### src/rtl/filter_loader_if.sv
`default_nettype none
// ============================================================================
//  Module      : filter_loader_if
//  Description : Handshake / bus bundle between the filter loader, the filter
//                memory and the filter buffer.
//                master : loader side (drives memory strobe/address, buffer
//                         data/enable and status)
//                slave  : environment side (drives start, filter_idx and
//                         memory read data)
//  Signals     : start, filter_idx, mem_rd, mem_addr, mem_data,
//                buf_data, buf_en, busy, done
//  Revision    : 1.0  initial release
// ============================================================================
interface filter_loader_if #(
    parameter int FILT_BYTES = 16,
    parameter int NUM_FILT   = 4,
    parameter int ADDR_W     = 8
);
    localparam int FIDX_W = (NUM_FILT > 1) ? $clog2(NUM_FILT) : 1;

    logic                  start;
    logic [FIDX_W-1:0]     filter_idx;
    logic                  mem_rd;
    logic [ADDR_W-1:0]     mem_addr;
    logic [31:0]           mem_data;
    logic [31:0]           buf_data;
    logic [FILT_BYTES-1:0] buf_en;
    logic                  busy;
    logic                  done;

    modport master (
        input  start, filter_idx, mem_data,
        output mem_rd, mem_addr, buf_data, buf_en, busy, done
    );

    modport slave (
        output start, filter_idx, mem_data,
        input  mem_rd, mem_addr, buf_data, buf_en, busy, done
    );
endinterface
`default_nettype wire

### src/rtl/filter_loader.sv
`default_nettype none
// ============================================================================
//  Module      : filter_loader
//  Description : Fetches one filter (FILT_BYTES bytes, one 32-bit word per
//                read) from filter memory and writes it into the filter
//                buffer four bytes at a time with a one-hot byte enable.
//                Pulses done once the last word has been written.
//  Ports       : clk    - clock, all state on rising edge
//                rst_n  - synchronous reset, active-low
//                bus    - filter_loader_if.master (start/filter_idx in,
//                         mem_rd/mem_addr out, mem_data in,
//                         buf_data/buf_en/busy/done out)
//  Revision    : 1.0  initial release
// ============================================================================
module filter_loader #(
    parameter int FILT_BYTES = 16,
    parameter int NUM_FILT   = 4,
    parameter int ADDR_W     = 8
) (
    input  wire logic             clk,
    input  wire logic             rst_n,
    filter_loader_if.master       bus
);
    localparam int WORDS = FILT_BYTES / 4;
    localparam int KW    = (WORDS > 1) ? $clog2(WORDS) : 1;

    typedef enum logic [1:0] {
        S_IDLE = 2'd0,
        S_REQ  = 2'd1,
        S_CAP  = 2'd2,
        S_DONE = 2'd3
    } state_t;

    state_t              state_q, state_d;
    logic [KW-1:0]       k_q, k_d;
    logic [ADDR_W-1:0]   base_q, base_d;
    logic [ADDR_W-1:0]   addr_q, addr_d;   // last issued address, held outside REQ

    logic [ADDR_W-1:0]     w_base;
    logic [ADDR_W-1:0]     w_addr;
    logic [FILT_BYTES-1:0] w_en;

    // Out-of-range indices simply wrap: the product is truncated to ADDR_W.
    assign w_base = ADDR_W'(int'(bus.filter_idx) * WORDS);
    assign w_addr = base_q + ADDR_W'(k_q);

    // Word k lands at enable bit FILT_BYTES-1-4k (the buffer maps that bit
    // to bytes 4k..4k+3).
    always_comb begin
        w_en = '0;
        for (int i = 0; i < FILT_BYTES; i++) begin
            if (i == FILT_BYTES - 1 - 4 * int'(k_q)) begin
                w_en[i] = 1'b1;
            end
        end
    end

    always_ff @(posedge clk) begin
        if (!rst_n) begin
            state_q <= S_IDLE;
            k_q     <= '0;
            base_q  <= '0;
            addr_q  <= '0;
        end else begin
            state_q <= state_d;
            k_q     <= k_d;
            base_q  <= base_d;
            addr_q  <= addr_d;
        end
    end

    always_comb begin
        state_d      = state_q;
        k_d          = k_q;
        base_d       = base_q;
        addr_d       = addr_q;
        bus.mem_rd   = 1'b0;
        bus.mem_addr = addr_q;
        bus.buf_data = '0;
        bus.buf_en   = '0;
        bus.busy     = 1'b0;
        bus.done     = 1'b0;
        case (state_q)
            S_IDLE: begin
                if (bus.start) begin
                    base_d  = w_base;
                    k_d     = '0;
                    state_d = S_REQ;
                end
            end
            S_REQ: begin
                bus.mem_rd   = 1'b1;
                bus.mem_addr = w_addr;
                bus.busy     = 1'b1;
                addr_d       = w_addr;
                state_d      = S_CAP;
            end
            S_CAP: begin
                // Memory returns data one cycle after the strobe, so it is
                // forwarded straight through in this cycle.
                bus.buf_data = bus.mem_data;
                bus.buf_en   = w_en;
                bus.busy     = 1'b1;
                if (k_q == KW'(WORDS - 1)) begin
                    state_d = S_DONE;
                end else begin
                    k_d     = k_q + 1'b1;
                    state_d = S_REQ;
                end
            end
            S_DONE: begin
                bus.done = 1'b1;
                state_d  = S_IDLE;
            end
            default: begin
                state_d = S_IDLE;
            end
        endcase
    end
endmodule
`default_nettype wire

### src/flat_wrapper.sv
// flat-port wrapper written by rule: the top's interface ports become plain ports
module filter_loader_flat 
#(
    parameter int FILT_BYTES = 16,
    parameter int NUM_FILT   = 4,
    parameter int ADDR_W     = 8
)
  (clk, rst_n, bus_start, bus_filter_idx, bus_mem_data, bus_mem_rd, bus_mem_addr, bus_buf_data, bus_buf_en, bus_busy, bus_done);
  filter_loader_if #(.FILT_BYTES(FILT_BYTES), .NUM_FILT(NUM_FILT), .ADDR_W(ADDR_W)) bus_i ();
  input  wire logic clk;
  input  wire logic rst_n;
  input wire logic [$bits(bus_i.start)-1:0] bus_start;
  input wire logic [$bits(bus_i.filter_idx)-1:0] bus_filter_idx;
  input wire logic [$bits(bus_i.mem_data)-1:0] bus_mem_data;
  output wire logic [$bits(bus_i.mem_rd)-1:0] bus_mem_rd;
  output wire logic [$bits(bus_i.mem_addr)-1:0] bus_mem_addr;
  output wire logic [$bits(bus_i.buf_data)-1:0] bus_buf_data;
  output wire logic [$bits(bus_i.buf_en)-1:0] bus_buf_en;
  output wire logic [$bits(bus_i.busy)-1:0] bus_busy;
  output wire logic [$bits(bus_i.done)-1:0] bus_done;
  assign bus_i.start = bus_start;
  assign bus_i.filter_idx = bus_filter_idx;
  assign bus_i.mem_data = bus_mem_data;
  assign bus_mem_rd = bus_i.mem_rd;
  assign bus_mem_addr = bus_i.mem_addr;
  assign bus_buf_data = bus_i.buf_data;
  assign bus_buf_en = bus_i.buf_en;
  assign bus_busy = bus_i.busy;
  assign bus_done = bus_i.done;
  filter_loader #(.FILT_BYTES(FILT_BYTES), .NUM_FILT(NUM_FILT), .ADDR_W(ADDR_W)) u_core (.clk(clk), .rst_n(rst_n), .bus(bus_i));
endmodule
### config.mk
export PLATFORM = sky130hd
export DESIGN_NAME = filter_loader_flat
export DESIGN_NICKNAME = d
export VERILOG_FILES = /design/src/rtl/filter_loader_if.sv /design/src/rtl/filter_loader.sv /design/src/flat_wrapper.sv
export SDC_FILE = /design/constraint.sdc
export NUM_CORES = 1
export LEC_CHECK = 0
export ABC_AREA = 1
export CAP_MARGIN = 15
export CORE_ASPECT_RATIO = 1.5
export CORE_MARGIN = 5
export CORE_UTILIZATION = 45
export CTS_CLUSTER_DIAMETER = 30
export DETAILED_ROUTE_END_ITERATION = 7
export DONT_BUFFER_PORTS = 1
export PLACE_DENSITY = 0.56
export RECOVER_POWER = 50
export SYNTH_ARGS = -nofsm -noshare
export SYNTH_HDL_FRONTEND = slang
export SYNTH_SLANG_ARGS = --single-unit
### constraint.sdc
create_clock -name clk -period 3.7 [get_ports clk]
set_input_delay 0.185 -clock clk [delete_from_list [all_inputs] [get_ports clk]]
set_output_delay 0.185 -clock clk [all_outputs]
set_load 0.01 [all_outputs]
Word-level counts from Yosys, hierarchy flattened
Cells that the tools add are included.
Widths: inputs -> output; s select.
{"block": "word_totals", "reg_bits": 14, "input_bits": 37, "output_inout_bits": 59, "elab_cells": 62}
{"block": "op_classes", "add_sub_neg": 3, "n_eq_ne": 21, "mux": 28, "reduce_logical": 6}
{"cell": "$eq 5x5->1 const A", "count": 8}
{"cell": "$logic_not 32->1", "count": 1}
{"cell": "$mux 32", "count": 1}
{"cell": "$eq 4x5->1 const A", "count": 4}
{"cell": "$mux 1", "count": 19}
{"cell": "$mux 16", "count": 1}
{"cell": "$eq 3x5->1 const A", "count": 2}
{"cell": "$mux 2", "count": 4}
{"cell": "$mux 8", "count": 1}
{"cell": "$pmux 2 s4", "count": 1}
{"cell": "$eq 2x2->1 const B", "count": 3}
{"cell": "$add 4x2->5", "count": 1}
{"cell": "$eq 2x5->1 const A", "count": 1}
{"cell": "$sub 4x4->5 const A", "count": 1}
{"cell": "$ne 2x2->1 const B", "count": 2}
{"cell": "$pmux 2 s2", "count": 1}
{"cell": "$reduce_and 3->1", "count": 1}
{"cell": "$add 2x1->2 const B", "count": 1}
{"cell": "$eq 2x1->1 const B", "count": 1}
{"cell": "$logic_not 2->1", "count": 1}
{"cell": "$reduce_and 2->1", "count": 1}
{"cell": "$reduce_bool 2->1", "count": 1}
{"cell": "$reduce_or 2->1", "count": 1}

Depth between registers and ports, before layout
{"block": "depth", "word_depth": 4, "depth_mapped": 8, "depth_no_buf": 8}

Least setup slack after synthesis
No wires, ideal clock.
{"block": "synth_timing", "path_kind": "register to output", "from": "register u_core.state_q[1]", "to": "output bus_mem_addr[2]", "t_arrival_ps": 1086, "path_slack_ps": 2429, "path_stages_with_launch": 6, "path_buffers": 1, "path_cell_list": "dfxtp_1 > inv_1 > ha_1 > buf_2 > nand2_1 > nand2_1"}
{"block": "synth_via", "elab_chain_cells": 2}
{"element": "from (decl)", "line": "filter_loader.sv:34", "source": "state_t state_q, state_d;"}
{"element": "from (signal assigned)", "line": "filter_loader.sv:65", "source": "state_q <= state_d;"}
{"element": "$eq 2x1->1", "line": "filter_loader.sv:83", "source": "case (state_q)"}
{"element": "$mux 8"}
{"element": "to (decl)", "line": "flat_wrapper.sv:16", "source": "output wire logic [$bits(bus_i.mem_addr)-1:0] bus_mem_addr;"}
No other way between the ends.

Worst setup path after layout
{"block": "layout_timing", "from": "register u_core.state_q[0]", "to": "output bus_buf_data[23]"}
{"block": "layout_via", "elab_chain_cells": 2}
{"element": "$eq 2x2->1", "line": "filter_loader.sv:83"}
{"element": "$mux 32", "line": "filter_loader.sv:83"}
{"element": "to (decl)", "line": "flat_wrapper.sv:17", "source": "output wire logic [$bits(bus_i.buf_data)-1:0] bus_buf_data;"}
No other way between the ends.

==> flow_summary.yaml <==
outcome:
  status: "finished, final reports clean"
clock_network:
  clk-insertion-delay-late_ps: 270
  cts_tree: "done"
  cts_hold_buf: 0
  cts_root_buf: "clkbuf_4"
  cts_setup_buffers: 0
  numClockSinks: 14
  numCtsBuffers: 3
  path_clk_slew_ps: 70
  htree_levels: 1
  post_cts_resized: 0
  clock_path_buffers: 2
power_and_ir_drop:
  power_density_mw_per_mm2: 380.3
  pwr-share-comb_pct: 35.3
  pwr-share-seq_pct: 44.3
  p_clk_share_pct: 20.4
  power_switching_uw: 156.7
  power_uw: 398.2
  internal-power_uw: 241.5
  p_sw_share_pct: 39.36
  ir_drop_v: 0.0001859
  power.leakage_nw: 0.7758
final_layout:
  fill_cells: 254
  antenna_cells: 0
  area_delta_synth_final_pct: -2.562
  drive_gt1_share_pct: 2.809
  nets: 227
setup_path:
  max_stage_delay_ps: 810
  end_kind: "output pin"
  crit_fanout: 33
  cp.required_ps: 3510
  crit_path_start_kind: "flip-flop"
  critical_path_arrival_ps: 1910
  cp_cell_sequence: "inv_1 -> ha_1 -> nand2_1 -> inv_1"
  path_common_cell: "inv_1"
  critPathKind: "reg -> out"
  r2r_cells: 6
  cpMaxStageDelayCell: "ha_1"
timing:
  slew_violations: 0
  rsz0062_at_grt: "false"
  fmaxAchievable_mhz: 478.5
  finalHoldViolations: 0
  worstMarginPinSlew_ps: 957.9
  fin_crit_sh_pct: 56.49
  finalSetupViolations: 0
  period_needed_ps: 2090
  setup_ws_ps: 1610
  fin_skew_ps: 1.988
  slew_headroom_pct: 36.14
  setup_tns_ps: 0
logic_synthesis:
  synth-seq-cells: 14
  synth_cell_types: 17
  netlist_instances: 181
  synth_warnings: 0
  netlist_area_sq_mm: 0.001075
  avgSynthCellArea_sq_um: 5.938
  synth_sequential_area_ratio_pct: 26.08
route:
  drtIter0Drc: 9
  vias: 914
  vias_per_cell: 4.547
  avgRoutedWirePerCell_um: 12.62
  final_antenna_net_count: 0
  wirelength_um: 2537
  drt-pass1-iter-count: 2
  drc: 0
global_routing:
  grt-ovfl-total: 0
  grt_max_degree: 34
  grt_first_pass_wirelength_um: 3967
  antenna_found_initial: 0
  grt_usage_pct: 14.52
  grt_pass1_vias: 889
placed_design:
  dp_slack_ps: 1886
  dp.final_hpwl_um: 2244
  portBuffers: 0
  gp_congestion: 0.7048
floorplan:
  die-area_sq_mm: 0.003486
  start_util_pct: 47.56
  core_area_sq_mm: 0.002260
  rows: 21
  die_w_um: 49.91
  die_h_um: 69.86
  design.portCount: 96
worst_hold_path:
  hp-class: "in -> reg"
  whs_path_depth: 2
run:
  drv_cap: 0
-- sequential cells by signal, summed over array words and instances, names as in the netlist --
signal / flops
u_core.k_q: 2
u_core.addr_q: 8
u_core.base_q: 2
u_core.state_q: 2
-- stage by stage --
step                utilization, %  std cells  hold slack [ps]  cell area (sq um)
floorplan                        -        192            305.4               1116
global placement             45.57        198            313.5               1030
detailed placement           45.57        198            313.9               1030
CTS                          46.57        201            18.40               1052
global route                 46.35        201            22.54               1047
finish                       46.35        201            23.60               1047
-- path summary, 6_finish.rpt --
kind / startpoint / end / slack, ps
worst max-delay path: u_core.state_q[0] / bus_buf_data[23] / 1610
worst min-delay path: rst_n / u_core.k_q[0] / 20
worst max register to register: u_core.state_q[0] / u_core.state_q[1] / 1910
worst min register to register: u_core.addr_q[6] / u_core.addr_q[6] / 440
-- metal layers --
layer	part of all wire, %	global-route usage, %	vias up
li1	-	-	479
met1	32	12.60	367
met2	51	26.06	64
met3	16	8.298	4
met4	1.6	6.122	0
met5	0	0	-
-- cell type report --
cell class / count / area (sq um) / share of cell area [%]
well taps: 23 / 28.78 / 2.748
inverters: 51 / 191.4 / 18.28
multi-input cells: 110 / 524.3 / 50.06
clock buffers: 3 / 22.52 / 2.151
flip-flops and latches: 14 / 280.3 / 26.76
-- synthesized netlist by cell type --
cell type | instances | area share [%]
nor3_1 | 4 | 1.9
conb_1 | 1 | 0.35
ha_1 | 10 | 12
buf_4 | 12 | 8.4
nand4_1 | 1 | 0.58
nor2_1 | 13 | 4.5
buf_2 | 5 | 2.3
o21ai_0 | 3 | 1.4
nand3_2 | 1 | 0.93
inv_1 | 49 | 17
a21oi_1 | 6 | 2.8
dfxtp_1 | 14 | 26
nand2_2 | 1 | 0.58
inv_2 | 1 | 0.35
nand2_1 | 58 | 20
nand3_1 | 1 | 0.47
clkinv_1 | 1 | 0.35
-- worst max-delay path, delay by kind of cell, from the launching register on --
family | cells | cell delay [ps]
adder cells (fa/ha/maj) | 1 | 810
buffers and inverters | 2 | 290
flip-flops | 1 | 350
AND/OR/NAND/NOR | 1 | 190
-- logic make-up after synthesis --
logic type / after synthesis / synth area share [%]
buf+inv: 68 / 28.52
flops: 14 / 26.08
other cells: 1 / 0.3489
compound gates: 9 / 4.191
simple gates: 79 / 29.22
fa+ha+maj: 10 / 11.64
-- cells in the final DEF, fill, tap and decap left out --
cell type,Yosys,routed
nor3_1,4,4
nor2_1,13,13
a21oi_1,6,6
nand2_1,58,58
clkinv_1,1,1
inv_1,49,49
clkbuf_4,0,3
ha_1,10,10
nand3_1,1,2
inv_2,1,1
nand4_1,1,1
dfxtp_1,14,14
nand2_2,1,1
conb_1,1,12
o21ai_0,3,3
-- power groups by stage --
stage	registers, mW	logic (mW)	clock network, mW
after detailed placement	0.180	0.145	0
after global routing	0.179	0.167	0.0931
after floorplan	0.177	0.135	0
after CTS	0.177	0.146	0.0855
after global placement	0.180	0.143	0
final	0.176	0.141	0.0812
Power figures use the tool's default switching activity.
